==> src/rtl/memory_stage_if.sv <==
// ---------------------------------------------------------------------------
// memory_stage_if
// Bundle of the signals between the M stage, the memory stage and the
// WB stage of the pipeline.
//
// Signalling: there is no valid/ready handshake on this bus. Every signal is
// sampled on every rising clock edge. The M-side inputs are presented by the
// upstream stage. The W-side outputs are a registered copy of them. A bubble
// is encoded as RFWEW=0. StallW/FlushW are level controls that the hazard
// unit owns.
//
// Signals (direction as seen from the memory stage, i.e. the slave modport):
//   RFWEM      in   register-file write enable of the instruction in M
//   MtoRFSelM  in   result source select (1 = memory data, 0 = ALU result)
//   DMWEM      in   data-memory write enable (store)
//   ALUOutM    in   ALU result; the low AWL bits form the word address
//   DMinM      in   store data
//   RFAM       in   destination register address
//   StallW     in   hold MEM/WB
//   FlushW     in   clear MEM/WB (wins over StallW)
//   DMOutM     out  combinational read data, used for forwarding
//   RFWEW, MtoRFSelW, DMOutW, ALUOutW, RFAW  out  MEM/WB register outputs
// ---------------------------------------------------------------------------
interface memory_stage_if #(
    parameter int AWL = 6,
    parameter int DWL = 32
);
    logic           RFWEM;
    logic           MtoRFSelM;
    logic           DMWEM;
    logic [DWL-1:0] ALUOutM;
    logic [DWL-1:0] DMinM;
    logic [AWL-2:0] RFAM;
    logic           StallW;
    logic           FlushW;

    logic [DWL-1:0] DMOutM;

    logic           RFWEW;
    logic           MtoRFSelW;
    logic [DWL-1:0] DMOutW;
    logic [DWL-1:0] ALUOutW;
    logic [AWL-2:0] RFAW;

    // Upstream / bench side: drives the M-stage signals and observes results.
    modport master (
        output RFWEM, MtoRFSelM, DMWEM, ALUOutM, DMinM, RFAM, StallW, FlushW,
        input  DMOutM, RFWEW, MtoRFSelW, DMOutW, ALUOutW, RFAW
    );

    // Memory stage side.
    modport slave (
        input  RFWEM, MtoRFSelM, DMWEM, ALUOutM, DMinM, RFAM, StallW, FlushW,
        output DMOutM, RFWEW, MtoRFSelW, DMOutW, ALUOutW, RFAW
    );
endinterface

==> src/rtl/memory_stage.sv <==
// ---------------------------------------------------------------------------
// memory_stage
// Memory (M) stage of a five-stage pipeline: a DEPTH x DWL data memory with
// asynchronous read and synchronous write, followed by the MEM/WB pipeline
// register.
//
// Ports:
//   CLK   single clock, all state updates on its rising edge
//   RST   synchronous active-high reset (clears MEM/WB, blocks the store of
//         that cycle, never clears the memory contents)
//   bus   memory_stage_if.slave; see the interface file for the signal list
//
// Behaviour summary:
//   - Word address is ALUOutM[AWL-1:0]; higher ALUOutM bits are ignored, so
//     addresses alias modulo 2**AWL.
//   - DMOutM is the current memory contents at that address. A store in the
//     same cycle is visible only from the next cycle (read-before-write).
//   - StallW/FlushW affect the pipeline register only; stores are gated
//     solely by DMWEM and RST.
//   - MEM/WB priority: RST, then FlushW, then StallW, else capture.
// ---------------------------------------------------------------------------
module memory_stage #(
    parameter int AWL   = 6,
    parameter int DWL   = 32,
    parameter int DEPTH = 2 ** AWL
) (
    input  logic           CLK,
    input  logic           RST,
    memory_stage_if.slave  bus
);

    // -----------------------------------------------------------------------
    // Data memory
    // -----------------------------------------------------------------------
    logic [DWL-1:0] mem [DEPTH];
    logic [AWL-1:0] addr;

    // Only the low AWL bits select a word; the rest of the ALU result is
    // deliberately ignored.
    assign addr = bus.ALUOutM[AWL-1:0];

    // Asynchronous read. Because the write below is non-blocking, a store to
    // the same address in this cycle is not visible here until after the
    // edge, which gives the required read-before-write behaviour.
    assign bus.DMOutM = mem[addr];

    // Synchronous write. No reset of the array: reset only suppresses the
    // store issued in the reset cycle. StallW/FlushW are intentionally not
    // part of this condition.
    always_ff @(posedge CLK) begin
        if (!RST && bus.DMWEM) begin
            mem[addr] <= bus.DMinM;
        end
    end

    // -----------------------------------------------------------------------
    // MEM/WB pipeline register
    // -----------------------------------------------------------------------
    logic           rfwe_q;
    logic           mtorf_q;
    logic [DWL-1:0] dmout_q;
    logic [DWL-1:0] aluout_q;
    logic [AWL-2:0] rfa_q;

    always_ff @(posedge CLK) begin
        if (RST || bus.FlushW) begin
            // Reset and flush both produce an all-zero bubble; reset takes
            // precedence simply by being in the same branch ahead of stall.
            rfwe_q   <= 1'b0;
            mtorf_q  <= 1'b0;
            dmout_q  <= '0;
            aluout_q <= '0;
            rfa_q    <= '0;
        end else if (!bus.StallW) begin
            rfwe_q   <= bus.RFWEM;
            mtorf_q  <= bus.MtoRFSelM;
            dmout_q  <= bus.DMOutM;
            aluout_q <= bus.ALUOutM;
            rfa_q    <= bus.RFAM;
        end
        // StallW=1 with no flush/reset: every field holds.
    end

    assign bus.RFWEW     = rfwe_q;
    assign bus.MtoRFSelW = mtorf_q;
    assign bus.DMOutW    = dmout_q;
    assign bus.ALUOutW   = aluout_q;
    assign bus.RFAW      = rfa_q;

endmodule

==> src/flat_wrapper.sv <==
// flat-port wrapper written by rule: the top's interface ports become plain ports
module memory_stage_flat 
#(
    parameter int AWL   = 6,
    parameter int DWL   = 32,
    parameter int DEPTH = 2 ** AWL
)
  (CLK, RST, bus_RFWEM, bus_MtoRFSelM, bus_DMWEM, bus_ALUOutM, bus_DMinM, bus_RFAM, bus_StallW, bus_FlushW, bus_DMOutM, bus_RFWEW, bus_MtoRFSelW, bus_DMOutW, bus_ALUOutW, bus_RFAW);
  memory_stage_if #(.AWL(AWL), .DWL(DWL)) bus_i ();
  input  logic CLK;
  input  logic RST;
  input wire logic [$bits(bus_i.RFWEM)-1:0] bus_RFWEM;
  input wire logic [$bits(bus_i.MtoRFSelM)-1:0] bus_MtoRFSelM;
  input wire logic [$bits(bus_i.DMWEM)-1:0] bus_DMWEM;
  input wire logic [$bits(bus_i.ALUOutM)-1:0] bus_ALUOutM;
  input wire logic [$bits(bus_i.DMinM)-1:0] bus_DMinM;
  input wire logic [$bits(bus_i.RFAM)-1:0] bus_RFAM;
  input wire logic [$bits(bus_i.StallW)-1:0] bus_StallW;
  input wire logic [$bits(bus_i.FlushW)-1:0] bus_FlushW;
  output wire logic [$bits(bus_i.DMOutM)-1:0] bus_DMOutM;
  output wire logic [$bits(bus_i.RFWEW)-1:0] bus_RFWEW;
  output wire logic [$bits(bus_i.MtoRFSelW)-1:0] bus_MtoRFSelW;
  output wire logic [$bits(bus_i.DMOutW)-1:0] bus_DMOutW;
  output wire logic [$bits(bus_i.ALUOutW)-1:0] bus_ALUOutW;
  output wire logic [$bits(bus_i.RFAW)-1:0] bus_RFAW;
  assign bus_i.RFWEM = bus_RFWEM;
  assign bus_i.MtoRFSelM = bus_MtoRFSelM;
  assign bus_i.DMWEM = bus_DMWEM;
  assign bus_i.ALUOutM = bus_ALUOutM;
  assign bus_i.DMinM = bus_DMinM;
  assign bus_i.RFAM = bus_RFAM;
  assign bus_i.StallW = bus_StallW;
  assign bus_i.FlushW = bus_FlushW;
  assign bus_DMOutM = bus_i.DMOutM;
  assign bus_RFWEW = bus_i.RFWEW;
  assign bus_MtoRFSelW = bus_i.MtoRFSelW;
  assign bus_DMOutW = bus_i.DMOutW;
  assign bus_ALUOutW = bus_i.ALUOutW;
  assign bus_RFAW = bus_i.RFAW;
  memory_stage #(.AWL(AWL), .DWL(DWL), .DEPTH(DEPTH)) u_core (.CLK(CLK), .RST(RST), .bus(bus_i));
endmodule
==> config.mk <==
export PLATFORM = sky130hd
export DESIGN_NAME = memory_stage_flat
export DESIGN_NICKNAME = d
export VERILOG_FILES = /design/src/rtl/memory_stage_if.sv /design/src/rtl/memory_stage.sv /design/src/flat_wrapper.sv
export SDC_FILE = /design/constraint.sdc
export NUM_CORES = 2
export LEC_CHECK = 0
export CAP_MARGIN = 10
export CORE_MARGIN = 8
export CORE_UTILIZATION = 35
export CTS_CLUSTER_SIZE = 8
export DETAILED_ROUTE_END_ITERATION = 6
export PLACE_DENSITY_LB_ADDON = 0.05
export SLEW_MARGIN = 20
export SYNTH_ARGS = -nofsm -noshare
export SYNTH_HDL_FRONTEND = slang
export SYNTH_SLANG_ARGS = --single-unit
==> constraint.sdc <==
create_clock -name CLK -period 4.9 [get_ports CLK]
set_clock_uncertainty 0.1 [all_clocks]
set_input_delay 1.225 -clock CLK [delete_from_list [all_inputs] [get_ports CLK]]
set_output_delay 1.225 -clock CLK [all_outputs]
set_load 0.01 [all_outputs]
# After elaboration in Yosys (flattened, before gate mapping)
# Memory sizes are Yosys's and may differ from the RTL's.
# Index checks and enable logic that the tools add are counted.
word_totals:
  ram_bits: 2048
  word_cells: 11
  n_memories: 1
  output_inout_bits: 103
  register_bits: 71
classes:
  n_reduce_logical: 3
  muxes: 2
memory_table:
  columns: ["name", "words", "width", "rd", "rd_ports_with_merged_regs", "write_ports", "line", "source"]
  rows:
  - ["u_core.mem", 64, 32, 1, 0, 1, "memory_stage.sv:35", "logic [DWL-1:0] mem [DEPTH];"]
ops:
  columns: ["cell", "n"]
  rows:
  - ["$mux W1", 2]
  - ["$logic_and A1 B1 Y1", 1]
  - ["$logic_not A1 Y1", 1]
  - ["$logic_or A1 B1 Y1", 1]

# Longest topological paths before layout
logic_depth:
  word_depth: 4
  depth_mapped: 11
  mapped_depth_nobuf: 6

# Least setup slack after synthesis
# Ideal clock, no wire load.
synth_path:
  kind: "input to register"
  start: "input bus_ALUOutM[2]"
  end: "memory u_core.mem[11][0] (enable)"
  stages: 8
  t_required_ps: 4379
  path_buffers: 5
  setup_ps: 421
  t_arrival_ps: 4049
  setup_slack_ps: 330
  path_cell_list: "buf_4 -> buf_4 -> buf_4 -> buf_2 -> clkbuf_1 -> nor3b_1 -> nand2_1 -> nor2_1"
synth_lines:
  columns: ["item", "line", "source"]
  rows:
  - ["from (decl)", "flat_wrapper.sv:15", "input wire logic [$bits(bus_i.ALUOutM)-1:0] bus_ALUOutM;"]
  - ["to (decl)", "memory_stage.sv:35", null]
# Straight into the memory's write port.

# Final worst setup path
layout_path:
  start: "input bus_ALUOutM[2]"
  end: "output bus_DMOutM[3]"
layout_between:
  elab_chain_cells: 1
layout_lines:
  columns: ["item", "line", "source"]
  rows:
  - ["$mem_v2 Z64 W32", null, null]
  - ["to (decl)", "flat_wrapper.sv:20", "output wire logic [$bits(bus_i.DMOutM)-1:0] bus_DMOutM;"]
# No other way between the ends.

==> results.py <==
metrics = {
    "detailed_routing": {
        "drt-total-wl_mm": 306,
        "via_per_inst": 5.74,
        "routed-via-count": 50900,
        "drt_pre_antenna_iters": 5,
        "drc": 0,
        "first_iter_violations": 5112,
        "wl_per_cell_um": 34.5,
        "ant_nets": 0,
    },
    "run_status": {
        "status": "complete, but fails checks",
        "violations": "negative setup slack",
    },
    "placement": {
        "post_dp_cell_area_um2": 93300,
        "port_buffers": 178,
        "place_inst": 8265,
        "place_hpwl_mm": 195,
        "place_congestion": 0.873,
    },
    "pwr": {
        "sw_frac_of_total": 0.225,
        "p_leak_nw": 36.1,
        "p_int_w": 0.0332,
        "pwr-share-seq": 0.467,
        "p_switching_w": 0.00963,
        "power_density_nw_per_um2": 396,
        "max-vdd-ir-drop_mv": 0.319,
        "power.share.combinational": 0.084,
        "pwr-share-clk": 0.449,
    },
    "setup_path": {
        "crit_path_start_kind": "input port",
        "arrival_ns": 3.99,
        "required_ns": 3.58,
        "crit_type": "in -> out",
        "critPathLaunch": "bus_ALUOutM[2]",
        "r2r_slack_ns": 2.13,
        "endpoint_kind": "primary output",
        "crit_fanout": 28,
        "reg2reg_from": "u_core.mem[25][3]$_DFFE_PP_",
    },
    "clocking": {
        "path_clk_slew_ns": 0.05,
        "holdBufCountCts": 0,
        "cts_buffers": 315,
        "cts_buffer_depth": 4,
        "cts_num_sinks": 2119,
        "htree_levels": 5,
        "insertion_delay_ns": 0.93,
        "clock-root-buffer": "clkbuf_16",
        "cts_tree": "done",
    },
    "synth": {
        "synth_area_um2": 81100,
        "async_reset_ff_frac": 0,
        "synth_edf_count": 2048,
        "synth_cells": 4652,
        "synth_nets": 4728,
        "ys_ff_latch": 2119,
        "synthDistinctLibCells": 63,
        "yosys_warnings": 0,
        "synthFlopType": "edfxtp_1",
        "ys_seq_area_frac": 0.776,
        "syn_area_per_cell_um2": 17.4,
    },
    "floorplan": {
        "core_area_um2": 230000,
        "rows": 176,
        "start_util": 0.352,
        "ios": 179,
        "fp.dieArea_um2": 247000,
        "dieHeight_um": 497,
        "dieWidth_um": 497,
    },
    "grt": {
        "grt_util_all_layers": 0.237,
        "grt_max_degree": 65,
        "antenna_found_initial": 20,
        "grt_overflow_total": 0,
        "grt_first_pass_wirelength_mm": 419,
        "grt_pass1_vias": 50100,
    },
    "sta": {
        "slew_viol_final": 0,
        "finalHoldViolations": 0,
        "relSlewSlack": 0.198,
        "worstMarginPinSlew_ns": 1.20,
        "fmax_mhz": 188,
        "fin_ws_ns": -0.413,
        "fin_crit_ns": 5.31,
        "setup_viol": 28,
        "rsz0062_at_grt": "true",
        "period_share": 1.08,
    },
    "layout": {
        "design_area_um2": 108000,
        "drive_above_1_share": 0.351,
        "seqCellArea_um2": 62900,
        "n_fill_cell": 19600,
        "final_cell_count_no_fill": 8862,
        "syn_to_final_growth_pct": 33.5,
        "nets": 5828,
        "multi_input_area_um2": 20300,
    },
    "min_path": {
        "hp-start": "u_core.bus.ALUOutW[10]$_SDFFE_PP0N_",
        "hold_class": "reg -> reg",
    },
    "run": {
        "cap_violations": 0,
    },
}
-- power groups by stage --
stage	combinational, W	clock, W	sequential [W]
after floorplan	0.00101	0	0.0204
after global placement	0.00296	0	0.0204
after detailed placement	0.00297	0	0.0204
after CTS	0.00345	0.0196	0.0200
after global routing	0.00374	0.0203	0.0200
final	0.00361	0.0192	0.0200
-- cell usage in the layout (no fill, tap or decap), types with 53 or more instances in the layout --
cell type and instances:
edfxtp_1 2048, buf_4 601, clkbuf_16 329, a22oi_1 294, mux2i_1 218, buf_12 190
buf_6 154, o22ai_1 137, a22oi_2 113, a221oi_1 108, clkdlybuf4s50_1 107, mux2_2 98
o21ai_0 74, dfxtp_1 71, clkbuf_1 70, nor2_4 67, a22o_1 63, a221oi_2 60
nor2_1 60, and3b_1 55, nand2_1 53
-- synth_stat cells, types with 59 or more instances --
library cell	n	share of area
o22ai_1	187	0.014
mux2i_1	229	0.028
nor2_1	130	0.0060
and3b_1	59	0.0064
edfxtp_1	2048	0.76
mux2_2	101	0.014
o21ai_0	100	0.0062
nand2_1	76	0.0035
a22oi_1	407	0.038
buf_2	105	0.0065
a22o_1	64	0.0069
a221oi_1	192	0.021
nor3_1	62	0.0038
dfxtp_1	71	0.018
clkbuf_1	196	0.0091
-- sequential cells by signal, indices dropped and copies added (netlist names) --
| signal | cells |
|---|---|
| u_core.mem | 2048 |
| u_core.bus.ALUOutW | 32 |
| u_core.bus.DMOutW | 32 |
| u_core.bus.RFAW | 5 |
| u_core.bus.MtoRFSelW | 1 |
| u_core.bus.RFWEW | 1 |
-- through the flow --
stage	utilization	hold WS (ns)	setup TNS, ns	power (W)	setup WS, ns
detailed placement	0.405	0.383	-33.39	0.0233	-1.54
finish	0.470	0.394	-4.11	0.0428	-0.413
floorplan	-	0.435	0	0.0214	0.330
CTS	0.462	0.396	-3.85	0.0431	-0.413
global placement	0.405	0.373	-40.48	0.0233	-2.07
global route	0.470	0.422	-5.35	0.0440	-0.429
-- worst max-delay path, cell delays in order --
cell and delay, ns:
buf_16 0.12, buf_12 0.14, buf_12 0.12, inv_6 0.08, buf_6 0.17, buf_12 0.17, a221o_1 0.35, o2bb2ai_4 0.17
a211oi_4 0.44, nand4_1 0.48, buf_4 0.33, buf_6 0.12
-- cell families after synthesis --
group,synth area share
mux,0.0489
simple gates,0.0392
compound gates,0.115
flops,0.776
buf+inv,0.0203
-- metal layers --
layer,GRT usage,routed length (µm)
met1,0.340,137000
met2,0.381,143000
met3,0.0313,17900
met4,0.0662,8920
met5,0,0
-- final cells by class --
cell class                      instances  area share
Timing Repair Buffer                 1154       0.117
Multi-Input combinational cell       2156       0.188
Clock buffer                          395      0.0776
Clock inverter                          4    0.000428
Sequential cell                      2119       0.581
Antenna cell                            2   0.0000462
Inverter                                6    0.000347
Tap cell                             3026      0.0350
-- final timing paths --
| check | end | cells after the start |
|---|---|---|
| setup / recovery | bus_DMOutM[3] | 12 |
| hold / removal | u_core.bus.ALUOutW[10]$_SDFFE_PP0N_ | 2 |
| setup reg to reg | u_core.bus.DMOutW[3]$_SDFFE_PP0N_ | 7 |
| hold reg to reg | u_core.bus.ALUOutW[10]$_SDFFE_PP0N_ | 2 |
-- what timing repair did --
| item | CTS | global route |
|---|---|---|
| cloned | 16 | 4 |
| endpoints found under the setup margin | 32 | 32 |
| pin swaps | 166 | 169 |
| setup buffers | 149 | 70 |
| gates resized for setup | 766 | 303 |
No activity file was read; power rests on OpenSTA's default activity.
